File: src/rtl/tug_match_ctrl.sv
// rtl/tug_match_ctrl.sv - tug-of-war match sequencer: press gating, round scoring, hold/clear, HEX digits.
// Optional CPU right-hand opponent built when CPU_OPPONENT_EN is defined.
module tug_match_ctrl #(
  parameter int WIN_SCORE   = 7,
  parameter int HOLD_CYCLES = 16,
  parameter int CPU_BASE    = 8
) (
  input  logic       Clock,
  input  logic       Reset,
  input  logic       L,
  input  logic       R,
  input  logic       leftWin,
  input  logic       rightWin,
  input  logic [2:0] cpuLevel,
  output logic       Lgo,
  output logic       Rgo,
  output logic       roundReset,
  output logic [3:0] leftScore,
  output logic [3:0] rightScore,
  output logic       matchOver,
  output logic       matchWinner,
  output logic [6:0] HEXL,
  output logic [6:0] HEXR
);

  typedef enum logic [1:0] {PLAY, HOLD, CLEAR, OVER} state_t;

  localparam int HW = $clog2(HOLD_CYCLES + 1);

  state_t        state;
  logic [HW-1:0] hold_cnt;
  logic          r_press;

`ifdef CPU_OPPONENT_EN
  localparam int TW = $clog2(CPU_BASE + 1);

  logic [7:0]    lfsr;
  logic [TW-1:0] tick_cnt;
  logic          tick;
  logic          unused_r;

  // The CPU replaces the right player; its press enters the same gating path as R.
  assign tick     = (tick_cnt == TW'(CPU_BASE - 1));
  assign r_press  = tick && (lfsr[2:0] < cpuLevel);
  assign unused_r = R;

  always_ff @(posedge Clock) begin
    if (Reset) begin
      lfsr     <= 8'hA5;
      tick_cnt <= '0;
    end else begin
      lfsr     <= {lfsr[6:0], lfsr[7] ^ lfsr[5] ^ lfsr[4] ^ lfsr[3]};
      tick_cnt <= tick ? '0 : tick_cnt + 1'b1;
    end
  end
`else
  logic unused_cpu;

  assign unused_cpu = ^cpuLevel;
  assign r_press    = R;
`endif

  always_ff @(posedge Clock) begin
    if (Reset) begin
      state       <= PLAY;
      hold_cnt    <= '0;
      Lgo         <= 1'b0;
      Rgo         <= 1'b0;
      roundReset  <= 1'b0;
      leftScore   <= 4'd0;
      rightScore  <= 4'd0;
      matchOver   <= 1'b0;
      matchWinner <= 1'b0;
    end else begin
      Lgo        <= 1'b0;
      Rgo        <= 1'b0;
      roundReset <= 1'b0;
      case (state)
        PLAY: begin
          Lgo <= L & ~r_press;
          Rgo <= r_press & ~L;
          if (leftWin && rightWin) begin
            state    <= HOLD;
            hold_cnt <= HW'(HOLD_CYCLES - 1);
          end else if (leftWin) begin
            if (leftScore < 4'(WIN_SCORE)) leftScore <= leftScore + 4'd1;
            if (leftScore + 4'd1 >= 4'(WIN_SCORE)) begin
              state       <= OVER;
              matchOver   <= 1'b1;
              matchWinner <= 1'b0;
            end else begin
              state    <= HOLD;
              hold_cnt <= HW'(HOLD_CYCLES - 1);
            end
          end else if (rightWin) begin
            if (rightScore < 4'(WIN_SCORE)) rightScore <= rightScore + 4'd1;
            if (rightScore + 4'd1 >= 4'(WIN_SCORE)) begin
              state       <= OVER;
              matchOver   <= 1'b1;
              matchWinner <= 1'b1;
            end else begin
              state    <= HOLD;
              hold_cnt <= HW'(HOLD_CYCLES - 1);
            end
          end
        end
        // Counter loads HOLD_CYCLES-1 on entry, so HOLD lasts HOLD_CYCLES cycles.
        HOLD: begin
          if (hold_cnt == '0) begin
            state      <= CLEAR;
            roundReset <= 1'b1;
          end else begin
            hold_cnt <= hold_cnt - 1'b1;
          end
        end
        CLEAR:   state <= PLAY;
        OVER:    state <= OVER;
        default: state <= PLAY;
      endcase
    end
  end

  function automatic logic [6:0] seg7(input logic [3:0] v);
    case (v)
      4'd0:    seg7 = 7'b1000000;
      4'd1:    seg7 = 7'b1111001;
      4'd2:    seg7 = 7'b0100100;
      4'd3:    seg7 = 7'b0110000;
      4'd4:    seg7 = 7'b0011001;
      4'd5:    seg7 = 7'b0010010;
      4'd6:    seg7 = 7'b0000010;
      4'd7:    seg7 = 7'b1111000;
      4'd8:    seg7 = 7'b0000000;
      4'd9:    seg7 = 7'b0010000;
      default: seg7 = 7'b1111111;
    endcase
  endfunction

  assign HEXL = seg7(leftScore);
  assign HEXR = seg7(rightScore);

endmodule
File: config.mk
export PLATFORM = sky130hd
export DESIGN_NAME = tug_match_ctrl
export DESIGN_NICKNAME = d
export VERILOG_FILES = /design/src/rtl/tug_match_ctrl.sv
export SDC_FILE = /design/constraint.sdc
export NUM_CORES = 1
export LEC_CHECK = 0
export CORE_AREA = 2 2 72 74
export DETAILED_ROUTE_END_ITERATION = 6
export DIE_AREA = 0 0 74 76
export SLEW_MARGIN = 20
export SYNTH_ARGS = -nofsm -noshare
export SYNTH_HDL_FRONTEND = slang
export SYNTH_SLANG_ARGS = --single-unit
File: constraint.sdc
create_clock -name Clock -period 2.7 [get_ports Clock]
set_input_delay 0.27 -clock Clock [delete_from_list [all_inputs] [get_ports Clock]]
set_output_delay 0.27 -clock Clock [all_outputs]
set_load 0.01 [all_outputs]
; ---- Yosys cells after proc, flatten, opt, wreduce, memory -nomap -nowiden
; Memory sizes are Yosys's and may differ from the RTL's. A register that Yosys moved wholly into a read port is not among the register bits.
; Index checks and enable logic that the tools add are counted.
[totals]
ff_bits = 20
rom_bits = 224
input_bits = 9
output_inout_bits = 27
elab_cells = 73
mem_count = 2
[op_classes]
addsub = 3
n_lt_le_gt_ge = 4
eq_ne = 9
mux = 25
n_bitwise = 8
reduce_logical = 13
[memory_table]
columns = memory, depth, word_bits, rd, rd_ports_with_merged_regs, write_ports, line_no
row1 = (name not given), 16, 7, 1, 1, 0, 124  ; case (v)
row2 = (name not given), 16, 7, 1, 1, 0, 124
[op_table]
columns = operator, n
row1 = two-way mux 5 bit, 6
row2 = two-way mux 4 bit, 4
row3 = AND reduction 5 bit, 3
row4 = two-way mux 2 bit, 6
row5 = "!= test 4 bit, second input constant", 3
row6 = case mux 5 bit (2 select lines), 1
row7 = "adder 4 x 1 -> 4 bit, second input constant", 2
row8 = ">= comparator 4 x 3 -> 1 bit, second input constant", 2
row9 = "less-than comparator 4 x 3 -> 1 bit, second input constant", 2
row10 = case mux 2 bit (4 select lines), 1
row11 = two-way mux 1 bit, 7
row12 = NOT 1 bit, 6
row13 = nonzero test 2 bit, 3
row14 = zero test 5 bit, 1
row15 = "subtractor 5 x 1 -> 5 bit, second input constant", 1
row16 = "== test 2 bit, second input constant", 2
row17 = "!= test 2 bit, second input constant", 2
row18 = AND reduction 4 bit, 1
row19 = OR reduction 2 bit, 2
row20 = bitwise AND 1 bit, 2
row21 = "== test 2 x 1 -> 1 bit, second input constant", 1
row22 = zero test 2 bit, 1
row23 = "!= test 2 x 1 -> 1 bit, second input constant", 1
row24 = AND reduction 2 bit, 1
row25 = logical AND 1 bit, 1

; ---- Depth between registers and ports, before layout
; Gate-level depths: netlist (run 1).
[logic_depth]
word_depth = 7
depth_mapped = 11
ltp_nobuf = 11

; ---- Worst setup path before layout (run 1)
; Ideal clock, no wire load.
[synth_timing]
path_type = register to register
startpoint = register state[1]
endpoint = register HEXR[3] (netlist name)
setup_ns = 0.127
arrival_time_ns = 2.200
t_required_ns = 2.573
path_slack_ns = 0.373
stages_incl_launch_ff = 12
n_path_buf = 0
synth_period_minus_slack_ns = 2.327
path_cell_list = dfxtp_1 inv_1 ha_1 nor3b_4 nand3_1 xnor2_1 nor2_1 inv_1 ha_1 or3_1 o21ai_0 a21oi_1
[synth_between]
elab_chain_cells = 4
[synth_lines]
columns = element, line_no
row1 = "start, declared", 30  ; state_t state;
row2 = "start signal, assigned", 65  ; state <= PLAY;
row3 = "start signal, assigned", 83  ; state <= HOLD;
row4 = "start signal, assigned", 88  ; state <= OVER;
row5 = zero test 2 bit, 78  ; case (state)
row6 = AND reduction 5 bit (no line), n/a
row7 = two-way mux 4 bit (no line) (2 in series), n/a
; Every way passes these cells.
; A chain may end at the register's enable or synchronous reset.

; ---- Final worst setup path (run 1)
[layout_timing]
startpoint = input leftWin
endpoint = register HEXR[3] (netlist name)
[layout_between]
elab_chain_cells = 5
word_cells_on_any_way = 6
classes_between = mux: 2 / bitwise: 2 / reduce/logical: 2
[layout_lines]
columns = element, line_no
row1 = "start, declared", 12  ; input logic leftWin,
row2 = logical AND 1 bit, 82  ; if (leftWin && rightWin) begin
row3 = NOT 1 bit (no line), n/a
row4 = AND reduction 5 bit (no line) (*), n/a
row5 = two-way mux 4 bit (no line) (*) (2 in series), n/a
; Every way passes the cells marked *; elsewhere a longest branch is shown, timed or not.

==> results of run 1 <==
==> cells in the final DEF, fill, tap and decap left out, types with 2 or more instances in the layout <==
cell                               n
sky130_fd_sc_hd__dfxtp_1          34
sky130_fd_sc_hd__clkdlybuf4s50_1  32
sky130_fd_sc_hd__ha_1             23
sky130_fd_sc_hd__buf_4            18
sky130_fd_sc_hd__a21oi_1          16
sky130_fd_sc_hd__inv_1            15
sky130_fd_sc_hd__nor2_1           14
sky130_fd_sc_hd__nand2_1          11
sky130_fd_sc_hd__o21ai_0          10
sky130_fd_sc_hd__a31oi_1           7
sky130_fd_sc_hd__nor3_1            6
sky130_fd_sc_hd__clkbuf_8          6
sky130_fd_sc_hd__nor2b_1           5
sky130_fd_sc_hd__a211oi_1          5
sky130_fd_sc_hd__a221oi_1          4
sky130_fd_sc_hd__xnor2_1           3
sky130_fd_sc_hd__nand3_1           3
sky130_fd_sc_hd__and3_1            3
sky130_fd_sc_hd__nand2b_1          3
sky130_fd_sc_hd__a31o_2            3
sky130_fd_sc_hd__mux2i_1           2
sky130_fd_sc_hd__and4b_1           2
sky130_fd_sc_hd__or2_2             2
sky130_fd_sc_hd__a22oi_1           2
sky130_fd_sc_hd__nor4bb_1          2
sky130_fd_sc_hd__o31ai_1           2
==> path summary, 6_finish.rpt <==
kind | from | endpoint | slack (ns) | depth (start not counted)
max | leftWin | HEXR[3] | 0.31 | 11
min | hold_cnt[4] | hold_cnt[4] | 0.50 | 2
max reg2reg | state[0] | HEXL[3] | 0.34 | 11
min reg2reg | hold_cnt[4] | hold_cnt[4] | 0.50 | 2
==> state kept, by name, summed over array words and instances (netlist names) <==
name         flops
rightScore       4
matchWinner      1
state            2
Rgo              1
Lgo              1
leftScore        4
HEXR             7
hold_cnt         5
roundReset       1
matchOver        1
HEXL             7
==> kinds of logic after synthesis <==
group	count (synthesis)	synth area share
muxes	3	0.0165
DFF	34	0.359
adders and majority gates	23	0.152
and+or+nand+nor	64	0.201
AOI/OAI and AO/OA	59	0.211
buffers and inverters	21	0.0429
xor gates and xnor gates	4	0.0185
==> worst reg2reg max path, cell delays in order (launching register included) <==
cell and delay, ns:
sky130_fd_sc_hd__dfxtp_1 0.40, sky130_fd_sc_hd__inv_1 0.08, sky130_fd_sc_hd__ha_1 0.22, sky130_fd_sc_hd__buf_4 0.17
sky130_fd_sc_hd__and3b_1 0.20, sky130_fd_sc_hd__and2_1 0.19, sky130_fd_sc_hd__a211oi_2 0.27, sky130_fd_sc_hd__inv_1 0.13
sky130_fd_sc_hd__ha_1 0.30, sky130_fd_sc_hd__nand2b_1 0.07, sky130_fd_sc_hd__o22ai_1 0.14, sky130_fd_sc_hd__a21oi_1 0.08
==> where the power goes <==
part | leakage, nW | switching [mW] | total [mW] | internal, mW
Sequential | 0.278 | 0.0777 | 0.681 | 0.603
Combinational | 0.693 | 0.410 | 0.803 | 0.394
Clock | 0.0472 | 0.199 | 0.404 | 0.205
==> metal layers <==
layer  vias to the layer above  track usage  share of wire
met3                         7       0.0476          0.045
met1                       782        0.195           0.47
met2                        21        0.246           0.47
li1                        859            -              -
met4                         0       0.0545          0.016
met5                         -            0              0
==> layout make-up <==
class                           count  area [µm²]  share of cell area
Clock buffer                        6        82.6              0.0329
Multi-Input combinational cell    153        1130               0.452
Clock inverter                      2        12.5             0.00499
Tap cell                           70        87.6              0.0349
Timing Repair Buffer               50         455               0.181
Sequential cell                    34         681               0.271
Inverter                           15        56.3              0.0224
==> through the flow <==
step                      instances  total power [mW]
after floorplan                 208              1.20
after global placement          322              1.49
after detailed placement        322              1.49
after CTS                       330              1.91
after global routing            330              2.05
final                           330              1.89
==> implementation parameters, run 1 <==
Parameter                              Value

Worst hold path
  Hold crit path type ... register to register

Synth
  Share of the synthesized area in the top cell type ... 0.359
  Predominant post-synthesis flop cell ... sky130_fd_sc_hd__dfxtp_1
  Count leader, synth ... sky130_fd_sc_hd__dfxtp_1
  Number of synthesized register bits ... 34
  Proportion of register bits with asynchronous set or reset after synthesis ... 0
  Netlist area before placement ... 1900 µm²
  Number of distinct library cells after synthesis ... 51
  Yosys top cell by area ... sky130_fd_sc_hd__dfxtp_1
  Mapped Avg Cell Area ... 9.12 µm²
  Commonest cells in the synthesized netlist ... sky130_fd_sc_hd__dfxtp_1 (34), sky130_fd_sc_hd__ha_1 (23), sky130_fd_sc_hd__a21oi_1 (16)
  Number of synthesized flops with an enable pin ... 0
  Post-synthesis instance total ... 208
  Sequential fraction of the synthesis area ... 0.359
  Total number of yosys warnings ... 0
  Net count after synthesis ... 240
  Largest cells by area after synthesis ... sky130_fd_sc_hd__dfxtp_1 (36%), sky130_fd_sc_hd__ha_1 (15%), sky130_fd_sc_hd__a21oi_1 (4.2%)

Worst setup path
  Data required, critical path ... 2.87 ns
  Crit path buffers/inverters ... 2
  Startpoint Class ... input port
  Family of cells with the greatest summed delay on the critical path ... simple AND/OR/NAND/NOR gates
  Type of destination of the critical path ... register
  Highest net fanout along the worst path ... 5
  Cell mode on critical path ... sky130_fd_sc_hd__ha_1
  Library cell contributing the largest single delay on the critical path ... sky130_fd_sc_hd__clkdlybuf4s50_1
  Critical setup path kind ... input port to register
  Slowest cell delay on critical path ... between 0.4 and 0.5 ns
  List of cells traversed by the critical path ... clkdlybuf4s50_1, ha_1, nor3b_4, nand3_1, xnor2_1, nor2_1, inv_1, ha_1, or3_1, o21ai_0, a21oi_1
  Data arrival time of the worst path ... roughly 2.6 ns

CTS
  Clk Latency, worst-skew pair ... 0.29 ns
  TritonCTS clock tree ... built
  Number of setup buffers added after CTS ... 0
  CTS root buffer ... sky130_fd_sc_hd__clkbuf_8
  CTS Buf Count ... 5
  Total of cells resized after clock tree synthesis ... 0
  Num Clock Sinks ... 34
  H-tree depth ... 2
  CTS Buffer Depth ... 2
  Post-CTS Hold Buffers ... 0
  Clock input transition at the sequential cells of the worst setup and hold paths ... 0.08 ns

Timing
  Number of pins with negative max-slew slack in the final report ... 0
  Sum Neg Setup Slack ... 0 ns
  Worst-Margin Slew ... 0.715 ns
  Number of endpoints failing setup at the final stage ... 0
  Worst Skew ... 0.00684 ns
  Final hold violation count ... 0
  Worst Hold Slack ... around 0.50 ns
  Worst-case headroom to the max-slew limit ... 0.521
  Unrepaired setup endpoints after global routing ... no
  Tmin final ... approximately 2.4 ns
  Timing-limited maximum frequency ... 419 MHz
  Final cycle utilization of the critical path ... 0.884
  Setup slack after layout ... 0.314 ns

Floorplanning
  Floorplan die height ... 76 µm
  Initial core utilization ... 0.386
  Full die area ... 5620 µm²
  Top-Level Pins ... 36
  CORE AREA ... 4910 µm²
  Cell row count ... 26
  Horizontal extent of the die ... 74 µm

Power and ir drop
  VDD IR-drop max ... 0.435 mV
  P per Cell Area ... about 750 nW/µm²
  Leakage power ... a little over 1 nW

Global route
  Overall routing resource usage ... 0.155
  Antenna violations before repair ... 0
  Wire length of the first global-routing pass ... 6.88 mm
  Number of global-route vias before repair ... 1567
  Total overflow reported by the global router ... 0
  Largest net degree at the start of global routing ... 14

Routing
  Residual DRC ... 0
  Wire length per cell ... 12.4 µm
  1st-pass router iterations ... 4
  Final wirelength ... between 4 and 5 mm
  Overall via count from detail_route ... about 1700
  DR vias/cell ... 5.06
  Number of nets with antenna violations after routing ... 0
  Violation count after the first detailed-routing iteration ... 59

Place
  IO buf count ... 32
  Detailed placer's ending HPWL ... around 3.1 mm
  Routability-driven placement congestion ratio ... 0.805
  Placement Setup Slack ... 0.0170 ns
  Placed instance area ... 2410 µm²

Outcome
  Outcome ... completed

Layout
  Proportion of layout cells with a drive suffix above 1 ... 0.146
  Post-layout net count ... 291
  Post-route cell area ... 2510 µm²
  Core Util, Final ... 0.511
  Antenna diode instance count ... 0
  Fill cell total of the finished layout ... 463
  Growth of design area from synthesis to finish ... 32.3%

Job
  Number of max-cap violations ... 0
No activity file was read; power rests on OpenSTA's default activity.
==> inputs of run 2 (changes only) <==
--- a/config.mk
+++ b/config.mk
@@ -8,6 +8,7 @@
 export CORE_AREA = 2 2 72 74
 export DETAILED_ROUTE_END_ITERATION = 6
 export DIE_AREA = 0 0 74 76
+export GPL_ROUTABILITY_DRIVEN = 0
 export SLEW_MARGIN = 20
 export SYNTH_ARGS = -nofsm -noshare
 export SYNTH_HDL_FRONTEND = slang
==> results of run 2 <==
No change in the layout: final DEF, timing and power equal those of run 1.
==> inputs of run 3 (changes only) <==
--- a/config.mk
+++ b/config.mk
@@ -13,3 +13,4 @@
 export SYNTH_ARGS = -nofsm -noshare
 export SYNTH_HDL_FRONTEND = slang
 export SYNTH_SLANG_ARGS = --single-unit
+export TNS_END_PERCENT = 100
==> results of run 3 <==
No change in the layout: final DEF, timing and power equal those of run 1.
